**src/rtl/aes_key_schedule.sv**
```systemverilog
// AES key expansion for 128/192/256-bit keys: one 32-bit word per cycle,
// delivered as 128-bit round keys over a valid/ready handshake.
module aes_key_schedule #(
  parameter bit KEY192_EN = 1'b1,
  parameter bit KEY256_EN = 1'b1
) (
  input  logic         clk,
  input  logic         rst_n,
  input  logic         start,
  input  logic [1:0]   key_len,
  input  logic [255:0] key_in,
  output logic         busy,
  output logic         err,
  output logic         rk_valid,
  input  logic         rk_ready,
  output logic [127:0] rk_data,
  output logic [3:0]   rk_idx,
  output logic         rk_last
);

  typedef enum logic [1:0] {IDLE, GEN, DRAIN} state_t;

  function automatic logic [7:0] xtime(input logic [7:0] a);
    return {a[6:0], 1'b0} ^ (a[7] ? 8'h1b : 8'h00);
  endfunction

  function automatic logic [7:0] gmul(input logic [7:0] a, input logic [7:0] b);
    logic [7:0] p, t;
    p = '0;
    t = a;
    for (int n = 0; n < 8; n++) begin
      if (b[n]) p = p ^ t;
      t = xtime(t);
    end
    return p;
  endfunction

  // S-box as GF(2^8) inverse (x^254, so 0 maps to 0) followed by the affine map.
  function automatic logic [7:0] sbox(input logic [7:0] x);
    logic [7:0] x2, x3, x12, t, v;
    x2  = gmul(x, x);
    x3  = gmul(x2, x);
    x12 = gmul(x3, x3);
    x12 = gmul(x12, x12);
    t   = gmul(x12, x3);
    for (int n = 0; n < 4; n++) t = gmul(t, t);
    t   = gmul(t, x12);
    v   = gmul(t, x2);
    return v ^ {v[6:0], v[7]} ^ {v[5:0], v[7:6]} ^ {v[4:0], v[7:5]} ^ {v[3:0], v[7:4]} ^ 8'h63;
  endfunction

  state_t           state_q;
  logic [7:0][31:0] win_q;
  logic [3:0][31:0] buf_q;
  logic [5:0]       i_q;
  logic [2:0]       k_q;
  logic [7:0]       rcon_q;
  logic [1:0]       len_q;
  logic             pend_q;
  logic [3:0]       rnd_q;
  logic             err_q, rk_valid_q, rk_last_q;
  logic [127:0]     rk_data_q;
  logic [3:0]       rk_idx_q;

  logic [3:0]       nk, nr, nk_in;
  logic [2:0]       nk_m1;
  logic             legal, accept, past_key, last_word;
  logic             out_free, load_out, produce, xfer;
  logic [31:0]      prev, oldest, sub_in, sub_out, word_d;
  logic [7:0][31:0] kw, key_win;

  always_comb begin
    case (len_q)
      2'd1:    begin nk = 4'd6; nr = 4'd12; end
      2'd2:    begin nk = 4'd8; nr = 4'd14; end
      default: begin nk = 4'd4; nr = 4'd10; end
    endcase
    case (key_len)
      2'd0:    begin legal = 1'b1;      nk_in = 4'd4; end
      2'd1:    begin legal = KEY192_EN; nk_in = 4'd6; end
      2'd2:    begin legal = KEY256_EN; nk_in = 4'd8; end
      default: begin legal = 1'b0;      nk_in = 4'd4; end
    endcase
  end

  // Key is preloaded oldest-first so the first Nk words just rotate out of the window.
  assign kw = key_in;
  always_comb begin
    logic [2:0] src;
    key_win = '0;
    for (int j = 0; j < 8; j++) begin
      src = 3'(nk_in - 4'd1 - 4'(j));
      if (4'(j) < nk_in) key_win[j] = kw[src];
    end
  end

  assign nk_m1     = 3'(nk - 4'd1);
  assign prev      = win_q[0];
  assign oldest    = win_q[nk_m1];
  assign past_key  = {2'b00, nk} <= i_q;
  assign last_word = i_q == {nr, 2'b11};
  assign sub_in    = (k_q == 3'd0) ? {prev[23:0], prev[31:24]} : prev;
  assign sub_out   = {sbox(sub_in[31:24]), sbox(sub_in[23:16]), sbox(sub_in[15:8]), sbox(sub_in[7:0])};

  always_comb begin
    word_d = oldest ^ prev;
    if (!past_key)                       word_d = oldest;
    else if (k_q == 3'd0)                word_d = oldest ^ sub_out ^ {rcon_q, 24'h0};
    else if (nk == 4'd8 && k_q == 3'd4)  word_d = oldest ^ sub_out;
  end

  assign accept   = (state_q == IDLE) && start;
  assign out_free = !rk_valid_q || rk_ready;
  assign load_out = pend_q && out_free;
  assign produce  = (state_q == GEN) && (!pend_q || out_free);
  assign xfer     = rk_valid_q && rk_ready;

  always_ff @(posedge clk or negedge rst_n) begin
    if (!rst_n) begin
      state_q    <= IDLE;
      win_q      <= '0;
      buf_q      <= '0;
      i_q        <= '0;
      k_q        <= '0;
      rcon_q     <= 8'h01;
      len_q      <= '0;
      pend_q     <= 1'b0;
      rnd_q      <= '0;
      err_q      <= 1'b0;
      rk_valid_q <= 1'b0;
      rk_data_q  <= '0;
      rk_idx_q   <= '0;
      rk_last_q  <= 1'b0;
    end else begin
      err_q <= accept && !legal;
      if (accept && legal) begin
        state_q <= GEN;
        len_q   <= key_len;
        win_q   <= key_win;
        i_q     <= '0;
        k_q     <= '0;
        rcon_q  <= 8'h01;
        rnd_q   <= '0;
        pend_q  <= 1'b0;
      end
      if (produce) begin
        win_q            <= {win_q[6:0], word_d};
        buf_q[i_q[1:0]]  <= word_d;
        i_q              <= i_q + 6'd1;
        k_q              <= (k_q == nk_m1) ? 3'd0 : k_q + 3'd1;
        pend_q           <= i_q[1:0] == 2'd3;
        if (past_key && k_q == 3'd0) rcon_q <= xtime(rcon_q);
        if (last_word) state_q <= DRAIN;
      end else if (load_out) begin
        pend_q <= 1'b0;
      end
      if (load_out) begin
        rk_valid_q <= 1'b1;
        rk_data_q  <= buf_q;
        rk_idx_q   <= rnd_q;
        rk_last_q  <= rnd_q == nr;
        rnd_q      <= rnd_q + 4'd1;
      end else if (xfer) begin
        rk_valid_q <= 1'b0;
        rk_last_q  <= 1'b0;
      end
      if (state_q == DRAIN && xfer && rk_last_q) state_q <= IDLE;
    end
  end

  assign busy     = state_q != IDLE;
  assign err      = err_q;
  assign rk_valid = rk_valid_q;
  assign rk_data  = rk_data_q;
  assign rk_idx   = rk_idx_q;
  assign rk_last  = rk_last_q;

endmodule

```
**config.mk**
```make
export PLATFORM = sky130hd
export DESIGN_NAME = aes_key_schedule
export DESIGN_NICKNAME = d
export VERILOG_FILES = /design/src/rtl/aes_key_schedule.sv
export SDC_FILE = /design/constraint.sdc
export NUM_CORES = 2
export LEC_CHECK = 0
export ABC_AREA = 0
export ABC_CLOCK_PERIOD_IN_PS = 32900
export CAP_MARGIN = 25
export CORE_MARGIN = 2
export CORE_UTILIZATION = 55
export CTS_BUF_LIST = sky130_fd_sc_hd__clkbuf_4
export DETAILED_ROUTE_END_ITERATION = 10
export PLACE_DENSITY_LB_ADDON = 0.2
export SETUP_SLACK_MARGIN = 0.4
export SYNTH_ARGS = -nofsm -noshare
export SYNTH_HDL_FRONTEND = slang
export SYNTH_SLANG_ARGS = --single-unit
```
**constraint.sdc**
```tcl
create_clock -name clk -period 32.9 [get_ports clk]
set_clock_uncertainty 0.15 [all_clocks]
set_input_delay 8.225 -clock clk [delete_from_list [all_inputs] [get_ports clk]]
set_output_delay 8.225 -clock clk [all_outputs]
set_load 0.02 [all_outputs]
```
---- Word level (Yosys, flattened, before mapping) ----
Index checks and enable logic that the tools add are counted.
word-level totals
  register bits ........................... 545
  output and inout bits ................... 136
  word-level logic and storage cells ...... 1453
cells by class
  add/sub/neg operators ................... 12
  magnitude comparators ................... 20
  equality and inequality tests ........... 12
  muxes and demuxes ....................... 720
  bitwise gates (word level) .............. 640
  reduce and logical (&&, ||, !) cells .... 25
operator list
  operator             number
  $mux 8               355
  $xor 8x8->8          324
  $xor 8x5->8          309
  $mux 5               309
  $bmux 32 s3          9
  $mux 32              22
  $mux 256             2
  $bwmux 128           1
  $xor 32x32->32       3
  $demux 32 s2         1
  $lt 3x4->1 const B   9
  $lt 3x4->1 const A   4
  $not 4->4            4
  $pmux 4 s2           2
  $mux 6               2
  $sub 3x3->3 const B  4
  $logic_and 1x1->1    11
  $mux 3               3
  $sub 3x1->3 const B  3
  $eq 2x2->1 const B   4
  $lt 1x4->1 const A   2
  $lt 2x4->1 const A   2
  $mux 2               4
  $mux 4               2
  22 further kinds     38

---- Longest topological paths before layout ----
  depth in word-level cells ............... 188
  gate-level depth with buffers ........... 94
  mapped depth without buffers ............ 80

---- Least setup slack after synthesis ----
OpenSTA, ideal clock, no wires.
  kind .................................... flip-flop to flip-flop
  start ................................... register k_q[0]
  end ..................................... register buf_q[127] in the netlist's numbering
  arrival ................................. 21.346 ns
  required time ........................... 32.611 ns
  setup slack ............................. 11.265 ns
  stages on the path, launching flop included .. 87
  period minus slack after synthesis ...... 21.635 ns
  cells stage by stage .................... dfrtp_1 inv_1 ha_1 nor2b_1 buf_6 buf_6 buf_6 buf_6 mux2i_1 buf_2 inv_1 ha_1 clkbuf_1 or3_1 a31oi_1 xnor2_1 mux2i_1 xor2_1 [51 not listed] o311ai_0 a211oi_1 xnor3_1 or4_1 o311ai_1 xnor3_1 xor2_2 xnor3_1 or4_1 o2111a_1 xnor3_1 xnor3_2 xnor2_1 xnor2_1 a21oi_1 a31o_1 a2111oi_2 o21ai_1
between the ends
  longest elaborated chain between the ends .. 180
  elaborated cells on any way between the ends .. 333
  classes of those cells .................. 1 x eq/ne; 170 x mux; 160 x bitwise; 2 x reduce/logical
ends and longest elaborated chain
  what                                               line      text
  start: declaration                                 56        logic [2:0] k_q;
  start signal: assignment                           150       k_q <= (k_q == nk_m1) ? 3'd0 : k_q + 3'd1;
  $logic_not 3->1                                    102, 108
  $mux 32                                            102       assign sub_in = (k_q == 3'd0) ? {prev[23:0], prev[31:24]} : prev;
  $mux 5, or another cell as far along               24        return {a[6:0], 1'b0} ^ (a[7] ? 8'h1b : 8'h00);
  $xor 8x5->8 / $xor 8x8->8 (equally long branches)  24, 32
  $xor 8x8->8 / $mux 8 (equally long branches)       32        if (b[n]) p = p ^ t;
  $mux 8 / $xor 8x8->8 (equally long branches)       32
  $xor 8x8->8 / $mux 8 (equally long branches)       32
  $mux 8 / $xor 8x8->8 (equally long branches)       32
  [161 not listed]                                   n/a
  $xor 8x8->8                                        32
  $mux 8                                             32
  $xor 8x8->8 (4 in series)                          49        return v ^ {v[6:0], v[7]} ^ {v[5:0], v[7:6]} ^ {v[4:0], v[7:5]} ^ {v[3:0], v[7:4]} ^ 8'h63;
  $xor 32x32->32                                     108, 109
  $mux 32 / $xor 32x32->32 (equally long branches)   109, 108
  $mux 32 *                                          108       else if (k_q == 3'd0) word_d = oldest ^ sub_out ^ {rcon_q, 24'h0};
  $mux 32 *                                          107       if (!past_key) word_d = oldest;
  $bwmux 128 *                                       148       buf_q[i_q[1:0]] <= word_d;
  end signal: indexed assignment                     148
  end: declaration                                   54        logic [3:0][31:0] buf_q;
Mark *: on every way between the ends. The rest lies on a longest branch, timed or not.
A chain may end at the register's enable or synchronous reset.

---- Worst setup path in the final report ----
  start ................................... register k_q[0]
  end ..................................... register win_q (netlist bit prev[28])
between the ends
  longest elaborated chain between the ends .. 180
  elaborated cells on any way between the ends .. 333
  classes of those cells .................. 1 x eq/ne; 170 x mux; 160 x bitwise; 2 x reduce/logical
ends and longest elaborated chain
  what                                               line      text
  $logic_not 3->1                                    102, 108
  $mux 32                                            102
  $mux 5, or another cell as far along               24
  $xor 8x5->8 / $xor 8x8->8 (equally long branches)  24, 32
  $xor 8x8->8 / $mux 8 (equally long branches)       32
  $mux 8 / $xor 8x8->8 (equally long branches)       32
  $xor 8x8->8 / $mux 8 (equally long branches)       32
  $mux 8 / $xor 8x8->8 (equally long branches)       32
  [161 not listed]                                   n/a
  $xor 8x8->8                                        32
  $mux 8                                             32
  $xor 8x8->8 (4 in series)                          49
  $xor 32x32->32                                     108, 109
  $mux 32 / $xor 32x32->32 (equally long branches)   109, 108
  $mux 32 *                                          108
  $mux 32 *                                          107
  $mux 256 *                                         146       if (produce) begin
  end signal: assignment                             139       win_q <= key_win;
  end signal: assignment                             147       win_q <= {win_q[6:0], word_d};
  end: declaration                                   53        logic [7:0][31:0] win_q;
Marked as above.

==> metrics.txt <==
Tmin final approximately 26000 ps; drt wl/cell 21.36 um; Clock transition at path regs 70 ps; Filler Cell Count 11800; Final Util 0.6093; worst path required time 33570 ps; post-route setup slack 6960 ps; synthesized area between 70000 and 80000 um2; Max Cap Viol 0; Placed Area about 81000 um2; commonest non-fill, non-tap cells in the layout 1286 x xnor2_1, 1219 x nand2_1, 987 x nor2_1, 544 x dfrtp_1, 402 x mux2i_1; DP Worst Slack 7119 ps; Slew Viols, Final 0; cell row count 135; worst endpoint data arrival time roughly 27000 ps; vias per std cell 6.224; Final GP Congestion between 0.9 and 1; Multi-input gate area between 50000 and 60000 um2; Post-CTS Hold Fix Bufs 0; Post-synth EDFFs 0; cell depth of the worst flop-to-flop path 74; gr usage total 0.3233; setup TNS 0 ps; hold crit path type reg2reg; Core ar. approximately 140000 um2; reg2reg start k_q[0]$_DFFE_PN0P_; IO buf count 397; Worst Hold Launch buf_q[93]$_DFFE_PN0P_; largest net degree at the start of global routing approximately 180; final setup fails 0; Critical Path Sink Type register; Max FO, Critical Path 59; synth top area cells dfrtp_1 18%, xnor2_1 15%, xnor3_1 9.6%; hold depth 2; Main synth FF type dfrtp_1; WS Path Type reg2reg; Startpoint Class register; synth warn 0; unrepaired setup endpoints after global routing no; initial core utilization 0.5544; drt drc 0; setup bufs post-CTS 0; Die W 373.7 um; CP dominant cell by count xnor2_1; post-DP HPWL 171000 um; Die H 373.7 um; layout cells sized above 1 0.09662; period utilization 0.7884; Async S/R FF share, synth 1.000; worst skew pair latency 1020 ps; Seq/Total Area, Yosys 0.1814; #FFs+latches synth 545; Die ar. 139700 um2; Slew headroom 0.1978; vias in the first global route between 60000 and 70000; layout net count 9373; top-area cell type share of the netlist area 0.1810; H-Tree Depth 4; initial DRC count 7421; area delta synth->final 9.903%; drt pass-1 iters 7; io pins between 300 and 400; Final Cell Area 82640 um2; clk sinks ~550; first-pass GRT wire length ~370000 um; number of gates resized after CTS 0; Max Freq between 30 and 40 MHz; Root Buffer Master clkbuf_4; ANT nets after route 0; crit path from k_q[0]$_DFFE_PN0P_; total congestion overflow 0; Routed WL roughly 230000 um; most common cell after layout, fill and taps aside xnor2_1; vias 68260; CP peak stage delay 910 ps; Sequential Area 13640 um2; Worst-Margin Slew 1196 ps; synthesized instance count 8932; Final Hold Viols 0; CTS Buffer Depth 3; number of CTS-inserted buffers 145; CTS tree yes; area leader, netlist dfrtp_1; initial antenna violation count 16; post-synth cell types 128; synthesized area per cell 8.418 um2; Synth Net Count 9238; status finished clean; Crit-path slowest cell xnor3_1
==> path summary, 6_finish.rpt <==
check / to / slack (ps)
min reg2reg: rk_data[93]$_DFFE_PN0P_ / 280
min: rk_data[93]$_DFFE_PN0P_ / 280
min in group asynchronous: win_q[167]$_DFFE_PN0P_ / 7080
max: prev[28]$_DFFE_PN0P_ / 6960
max reg2reg: prev[28]$_DFFE_PN0P_ / 6960
max in group asynchronous: rcon_q[0]$_DFF_PN1_ / 23450
==> metal layers <==
metal	up-vias	routed length, um	GRT usage
met3	488	17540	0.04709
met5	-	27	0
met4	4	9220	0.1256
li1	31690	-	-
met1	33110	98360	0.4382
met2	2967	109200	0.5208
==> cells by family after synthesis <==
group / after synthesis / share of synthesized area
buf+inv: 746 / 0.04153
compound gates: 1659 / 0.1577
flops: 545 / 0.1814
mux: 622 / 0.09237
fa+ha+maj: 44 / 0.007322
simple gates: 3171 / 0.1878
xor+xnor: 2145 / 0.3319
==> through the flow <==
step,std cells,hold slack [ps]
global route,10970,293.9
detailed placement,10690,294.1
floorplan,8932,283.1
CTS,10940,267.2
finish,10970,281.8
global placement,10690,291.1
==> sequential cells by signal, indices dropped and copies added (netlist names), 2 cells and up <==
signal   cells
prev        32
rnd_q        4
len_q        2
win_q      224
buf_q      128
rk_idx       4
i_q          6
state_q      2
k_q          3
rcon_q       8
rk_data    128
==> worst max-delay path, delay by kind of cell, from the launching register on <==
family                     cells  cell delay (ps)
muxes                          4             1050
adders and majority gates      6             2710
buffers and inverters         10             2840
DFF                            1              420
xor gates and xnor gates      34            13280
and+or+nand+nor                8             2250
AOI/OAI and AO/OA             12             2940
==> cell type report <==
cell class              count  share of cell area
multi-input cells        7641              0.7095
flip-flops and latches    545              0.1651
repair buffers            621             0.07016
well taps                1781             0.02697
clock buffers             209             0.01899
inverters                 113            0.005133
clock inverters            41            0.003710
diodes                     17           0.0005148
==> Yosys cell counts, drive strengths merged, types with 195 or more instances <==
library cell	instances
dfrtp	544
nand3	224
xnor3	337
mux2i	418
nor2	995
xnor2	1358
o21ai	316
clkbuf	438
nand2	1223
a21oi	304
buf	195
xor2	393
Power is not shown: default switching activity piles up to over one toggle a cycle in this logic, so the estimate is an artifact.
